<file path="src/rtl/rs_rx_indication_if.sv">
// GMII receive bundle between the PCS receive output (master) and the reconciliation block (slave).
interface rs_rx_indication_if #(
  parameter int unsigned LEN_W = 11
) ();
  logic [7:0]       rxd;
  logic             rx_dv;
  logic             rx_er;
  logic [2:0]       data_indication;
  logic             data_valid;
  logic [7:0]       data_out;
  logic             frame_done;
  logic             frame_err;
  logic [LEN_W-1:0] frame_len;

  modport master (
    output rxd, rx_dv, rx_er,
    input  data_indication, data_valid, data_out, frame_done, frame_err, frame_len
  );

  modport slave (
    input  rxd, rx_dv, rx_er,
    output data_indication, data_valid, data_out, frame_done, frame_err, frame_len
  );
endinterface

</file>
<file path="src/rtl/rs_rx_indication.sv">
// GMII receive reconciliation: indication decode, preamble/SFD strip, payload delivery and
// per-frame status. Define RS_CARRIER_EXT_EN to enable carrier extension (EXTEND state, codes 3/4).
module rs_rx_indication #(
  parameter int unsigned MIN_PREAMBLE = 1,
  parameter int unsigned MAX_LEN      = 1518,
  parameter int unsigned LEN_W        = 11
) (
  input logic               rx_clk,
  input logic               reset_L,
  rs_rx_indication_if.slave bus
);

  localparam logic [2:0] IndIdle          = 3'd0;
  localparam logic [2:0] IndData          = 3'd1;
  localparam logic [2:0] IndDataErr       = 3'd2;
`ifdef RS_CARRIER_EXT_EN
  localparam logic [2:0] IndCarrierExt    = 3'd3;
  localparam logic [2:0] IndCarrierExtErr = 3'd4;
`endif
  localparam logic [2:0] IndFalseCarrier  = 3'd5;
  localparam logic [2:0] IndReserved      = 3'd6;

  localparam logic [7:0] OctPre    = 8'h55;
  localparam logic [7:0] OctSfd    = 8'hD5;
  localparam logic [7:0] OctExt    = 8'h0F;
  localparam logic [7:0] OctExtErr = 8'h1F;
  localparam logic [7:0] OctFalse  = 8'h0E;

  localparam logic [2:0]       MinPre  = 3'(MIN_PREAMBLE);
  localparam logic [LEN_W-1:0] LenMax  = LEN_W'(MAX_LEN);
  localparam logic [LEN_W-1:0] LenOver = LEN_W'(MAX_LEN + 1);

  typedef enum logic [2:0] {
    StIdle,
    StPreamble,
    StData,
`ifdef RS_CARRIER_EXT_EN
    StExtend,
`endif
    StDrop
  } state_e;

  state_e           state_q;
  logic [2:0]       pre_cnt_q;
  logic [LEN_W-1:0] len_q;
  logic             err_q;
  logic [2:0]       ind_q;
  logic [2:0]       ind_d;
  logic             data_valid_q;
  logic [7:0]       data_out_q;
  logic             frame_done_q;
  logic             frame_err_q;
  logic [LEN_W-1:0] frame_len_q;

  logic is_pre;
  logic is_idle_in;
`ifdef RS_CARRIER_EXT_EN
  logic is_ext;
  logic is_ext_err;
`endif

  // Burst continuation and IDLE entry both key on a 0x55 with dv high, independent of er.
  assign is_pre     = bus.rx_dv && (bus.rxd == OctPre);
  assign is_idle_in = !bus.rx_dv && !bus.rx_er;
`ifdef RS_CARRIER_EXT_EN
  assign is_ext     = !bus.rx_dv && bus.rx_er && (bus.rxd == OctExt);
  assign is_ext_err = !bus.rx_dv && bus.rx_er && (bus.rxd == OctExtErr);
`endif

  always_comb begin
    ind_d = IndReserved;
    if (is_idle_in) begin
      ind_d = IndIdle;
    end else if (bus.rx_dv) begin
      ind_d = bus.rx_er ? IndDataErr : IndData;
    end else if (bus.rxd == OctFalse) begin
      ind_d = IndFalseCarrier;
    end
`ifdef RS_CARRIER_EXT_EN
    else if (bus.rxd == OctExt) begin
      ind_d = IndCarrierExt;
    end else if (bus.rxd == OctExtErr) begin
      ind_d = IndCarrierExtErr;
    end
`endif
  end

  always_ff @(posedge rx_clk or negedge reset_L) begin
    if (!reset_L) begin
      state_q      <= StIdle;
      pre_cnt_q    <= '0;
      len_q        <= '0;
      err_q        <= 1'b0;
      ind_q        <= IndIdle;
      data_valid_q <= 1'b0;
      data_out_q   <= '0;
      frame_done_q <= 1'b0;
      frame_err_q  <= 1'b0;
      frame_len_q  <= '0;
    end else begin
      ind_q        <= ind_d;
      data_valid_q <= 1'b0;
      frame_done_q <= 1'b0;
      unique case (state_q)
        StIdle: begin
          if (is_pre) begin
            state_q   <= StPreamble;
            pre_cnt_q <= 3'd1;
          end else if (bus.rx_dv) begin
            state_q <= StDrop;
            err_q   <= 1'b1;
            len_q   <= '0;
          end
        end
        StPreamble: begin
          if (!bus.rx_dv) begin
            state_q      <= StIdle;
            frame_done_q <= 1'b1;
            frame_err_q  <= 1'b1;
            frame_len_q  <= '0;
          end else if (!bus.rx_er && bus.rxd == OctPre) begin
            if (pre_cnt_q != 3'd7) pre_cnt_q <= pre_cnt_q + 3'd1;
          end else if (!bus.rx_er && bus.rxd == OctSfd && pre_cnt_q >= MinPre) begin
            state_q <= StData;
            len_q   <= '0;
            err_q   <= 1'b0;
          end else begin
            state_q <= StDrop;
            err_q   <= 1'b1;
            len_q   <= '0;
          end
        end
        StData: begin
          if (bus.rx_dv) begin
            if (len_q == LenMax) begin
              // Overlong: swallow the rest, report MAX_LEN+1 when the drop ends.
              state_q <= StDrop;
              err_q   <= 1'b1;
              len_q   <= LenOver;
            end else begin
              data_valid_q <= 1'b1;
              data_out_q   <= bus.rxd;
              len_q        <= len_q + 1'b1;
              if (bus.rx_er) err_q <= 1'b1;
            end
          end
`ifdef RS_CARRIER_EXT_EN
          else if (is_ext) begin
            state_q <= StExtend;
          end
`endif
          else begin
            state_q      <= StIdle;
            frame_done_q <= 1'b1;
            frame_err_q  <= err_q;
            frame_len_q  <= len_q;
          end
        end
`ifdef RS_CARRIER_EXT_EN
        StExtend: begin
          if (is_ext_err) begin
            err_q <= 1'b1;
          end else if (!is_ext) begin
            frame_done_q <= 1'b1;
            frame_err_q  <= err_q;
            frame_len_q  <= len_q;
            if (is_pre) begin
              state_q   <= StPreamble;
              pre_cnt_q <= 3'd1;
            end else begin
              state_q <= StIdle;
            end
          end
        end
`endif
        StDrop: begin
          if (is_idle_in) begin
            state_q      <= StIdle;
            frame_done_q <= 1'b1;
            frame_err_q  <= 1'b1;
            frame_len_q  <= len_q;
          end
        end
        default: state_q <= StIdle;
      endcase
    end
  end

  assign bus.data_indication = ind_q;
  assign bus.data_valid      = data_valid_q;
  assign bus.data_out        = data_out_q;
  assign bus.frame_done      = frame_done_q;
  assign bus.frame_err       = frame_err_q;
  assign bus.frame_len       = frame_len_q;

endmodule
</file>
<file path="src/flat_wrapper.sv">
// flat-port wrapper written by rule: the top's interface ports become plain ports
module rs_rx_indication_flat 
#(
  parameter int unsigned MIN_PREAMBLE = 1,
  parameter int unsigned MAX_LEN      = 1518,
  parameter int unsigned LEN_W        = 11
)
  (rx_clk, reset_L, bus_rxd, bus_rx_dv, bus_rx_er, bus_data_indication, bus_data_valid, bus_data_out, bus_frame_done, bus_frame_err, bus_frame_len);
  rs_rx_indication_if #(.LEN_W(LEN_W)) bus_i ();
  input logic rx_clk;
  input logic reset_L;
  input wire logic [$bits(bus_i.rxd)-1:0] bus_rxd;
  input wire logic [$bits(bus_i.rx_dv)-1:0] bus_rx_dv;
  input wire logic [$bits(bus_i.rx_er)-1:0] bus_rx_er;
  output wire logic [$bits(bus_i.data_indication)-1:0] bus_data_indication;
  output wire logic [$bits(bus_i.data_valid)-1:0] bus_data_valid;
  output wire logic [$bits(bus_i.data_out)-1:0] bus_data_out;
  output wire logic [$bits(bus_i.frame_done)-1:0] bus_frame_done;
  output wire logic [$bits(bus_i.frame_err)-1:0] bus_frame_err;
  output wire logic [$bits(bus_i.frame_len)-1:0] bus_frame_len;
  assign bus_i.rxd = bus_rxd;
  assign bus_i.rx_dv = bus_rx_dv;
  assign bus_i.rx_er = bus_rx_er;
  assign bus_data_indication = bus_i.data_indication;
  assign bus_data_valid = bus_i.data_valid;
  assign bus_data_out = bus_i.data_out;
  assign bus_frame_done = bus_i.frame_done;
  assign bus_frame_err = bus_i.frame_err;
  assign bus_frame_len = bus_i.frame_len;
  rs_rx_indication #(.MIN_PREAMBLE(MIN_PREAMBLE), .MAX_LEN(MAX_LEN), .LEN_W(LEN_W)) u_core (.rx_clk(rx_clk), .reset_L(reset_L), .bus(bus_i));
endmodule
</file>
<file path="config.mk">
export PLATFORM = sky130hd
export DESIGN_NAME = rs_rx_indication_flat
export DESIGN_NICKNAME = d
export VERILOG_FILES = /design/src/rtl/rs_rx_indication_if.sv /design/src/rtl/rs_rx_indication.sv /design/src/flat_wrapper.sv
export SDC_FILE = /design/constraint.sdc
export NUM_CORES = 1
export LEC_CHECK = 0
export CORE_MARGIN = 3
export CORE_UTILIZATION = 54
export DETAILED_ROUTE_END_ITERATION = 16
export PLACE_DENSITY = 0.92
export SETUP_SLACK_MARGIN = 0.02
export SLEW_MARGIN = 0
export SYNTH_ARGS = -nofsm -noshare
export SYNTH_HDL_FRONTEND = slang
export SYNTH_SLANG_ARGS = --single-unit
</file>
<file path="constraint.sdc">
create_clock -name rx_clk -period 2.22 [get_ports rx_clk]
set_clock_uncertainty 0.1 [all_clocks]
set_input_delay 0.333 -clock rx_clk [delete_from_list [all_inputs] [get_ports rx_clk]]
set_output_delay 0.333 -clock rx_clk [all_outputs]
set_load 0.005 [all_outputs]
</file>
==> impl_metrics.toml <==
[run_status]
status = "finished, final reports clean"

[routing]
dr.pass1.iters = 4
antenna_left = 0
dr_wl_met2_um = 3050
routed_wl_um = 6040
post_drt_wl_per_cell_um = 18.6
num_vias = 2021
dr_wl_met3_um = 419
drcViolationCount = 0
vias_per_cell = 6.22
wl_met1_um = 2380
drt_iter0_drc = 252
top_layer = "met4"

[cts]
cts_inserted_buffers = 5
cts.clk_slew.worst_paths_ps = 80
cts_root_buffer = "clkbuf_8"
insertion_delay_ps = 300
cts.sinks = 42
cts_tree = "yes"
post_cts_buffers = 0
cts.path.max_buffers = 2
cts_htree_levels = 2

[placement]
dpl_cell_area_mm2 = 0.00282
dp_hpwl_um = 4360
gp_congestion = 0.912
io_buffer_count = 36

[yosys]
yosys_warnings = 0
synth_edf_count = 0
synth_top_area_share_pct = 44.5
synth_fp_nets = 247
ys_seq_elements = 42
yosysMostFrequentCell = "dfrtp_1"
synthesis.area_mm2 = 0.00236
yosysSeqAreaShare_pct = 44.5
synth_area_leader_cell = "dfrtp_1"
synth_cell_types = 58
syn_inst = 226
synth_common_cells = "dfrtp_1 (42), nand2_1 (31), o21ai_0 (14)"
synth_area_leaders = "dfrtp_1 (45%), nand2_1 (4.9%), ha_1 (4.8%)"
synthFlopType = "dfrtp_1"
synth.avg_cell_area_um2 = 10.4
async_flop_share_pct = 100

[setup_path]
worstSetupStartpointType = "flop"
path_max_fanout = 9
end_kind = "flop"
cp.arrival_ps = 2190
crit_type = "flop to flop"
startpoint = "u_core.state_q[0]"
r2r_start = "u_core.state_q[0]"
critPathRequiredTime_ps = 2300

[finish]
final_area_mm2 = 0.00292
antennaDiodeCount = 0
utilization_pct = 71.0
area.growth.synth_to_final_pct = 23.8
num-nets-final = 296
drive_gt1_share_pct = 20.0

[pwr]
cellLeakagePower_nw = 1.24
p_per_area_mw_per_mm2 = 1010
ir_drop_uv = 521

[floorplan]
start_util_pct = 57.4
row_count = 23
die_y_um = 72.1
die_w_um = 72.1
num_io_pins = 37
core-area_mm2 = 0.00412
fp.dieArea_mm2 = 0.00520

[sta]
period_share_pct = 95.2
max_freq_mhz = 473
slew_viol_final = 0
period_minus_slack_ps = 2110
worst_pin_slew_ps = 428
finalHoldViolCount = 0
slew_headroom_pct = 71.4
setup_viol = 0
fin_tns_setup_ps = 0
rsz0062_at_grt = "no"

[global_routing]
grt_pass1_wl_um = 10100
grt_max_degree = 25
grt_pass1_vias = 2048
antenna_found_initial = 0
overflow = 0
gr-usage-all-layers_pct = 24.9

[hold_path]
hp-start = "u_core.bus.frame_len[7]"
hold_path_class = "flop to flop"

[flow_run]
cap_violations = 0
-- flip-flops by register name, summed over array words and instances (netlist names), 2 cells and up --
register,cells
u_core.bus.data_indication,3
u_core.pre_cnt_q,3
u_core.bus.data_out,8
u_core.bus.frame_len,11
u_core.len_q,11
u_core.state_q,2
-- power breakdown --
part	switching [mW]	leakage, nW	internal (mW)
clock network	0.260	0.0438	0.211
logic	0.759	0.660	0.679
registers	0.111	0.540	0.921
-- routing by layer --
layer / track usage, % / up-vias
li1: - / 923
met1: 31.3 / 974
met2: 40.5 / 106
met3: 5.54 / 18
met4: 12.3 / 0
met5: 0 / -
-- cells by family after synthesis --
family,after synthesis,synth area share (%)
AOI/OAI and AO/OA,58,17.8
adders and majority gates,9,4.77
buffers and inverters,22,4.77
DFF,42,44.5
muxes,13,6.09
and+or+nand+nor,82,22.0
-- layout make-up --
class | count | area, µm²
timing repair buffer | 52 | 478
fill | 296 | 1190
clock buffer | 5 | 68.8
tap | 50 | 62.6
sequential | 42 | 1050
clock inverter | 2 | 10.0
multi-input combinational | 162 | 1210
inverter | 12 | 45.0
-- worst paths after layout --
path | endpoint | slack (ps) | depth (start not counted)
max in group asynchronous | u_core.len_q[1] | 1080 | 3
setup / recovery | u_core.err_q | 110 | 6
min in group asynchronous | u_core.bus.data_out[0] | 410 | 2
hold / removal | u_core.bus.frame_len[7] | 380 | 2
setup reg to reg | u_core.err_q | 110 | 6
hold reg to reg | u_core.bus.frame_len[7] | 380 | 2
-- stage by stage --
step | hold slack [ps] | power [mW] | instances | setup slack [ps]
final | 381 | 2.94 | 325 | 107
after CTS | 388 | 2.91 | 325 | 102
after detailed placement | 197 | 2.43 | 317 | 28.7
after floorplan | -62.6 | 1.90 | 226 | 319
after global placement | 196 | 2.35 | 317 | 134
after global routing | 408 | 3.11 | 325 | 17.0
-- critical path: stages, from the launching register on --
cell,delay [ps]
dfrtp_1,410
inv_1,130
ha_1,380
clkinv_1,380
nor3_1,350
o2bb2ai_1,180
a211oi_1,70
-- cells in the final DEF (no fill, tap or decap), drive strengths merged, types with 5 or more instances in the layout --
cell type | Yosys | routed
nand2 | 31 | 31
nand3 | 11 | 11
a31oi | 5 | 5
o21ai | 14 | 14
buf | 7 | 16
o31ai | 6 | 6
nor2 | 6 | 6
clkbuf | 3 | 5
ha | 9 | 9
inv | 11 | 11
mux2 | 11 | 11
nor3 | 8 | 8
dfrtp | 42 | 42
clkdlybuf4s50 | 0 | 35
a21oi | 10 | 10
-- what timing repair did --
action	in CTS	in global routing
setup endpoints to repair	0	2
resized for setup	0	2
endpoints found under the hold margin	18	0
hold buffers	1	0
(Power assumes the default switching activity.)
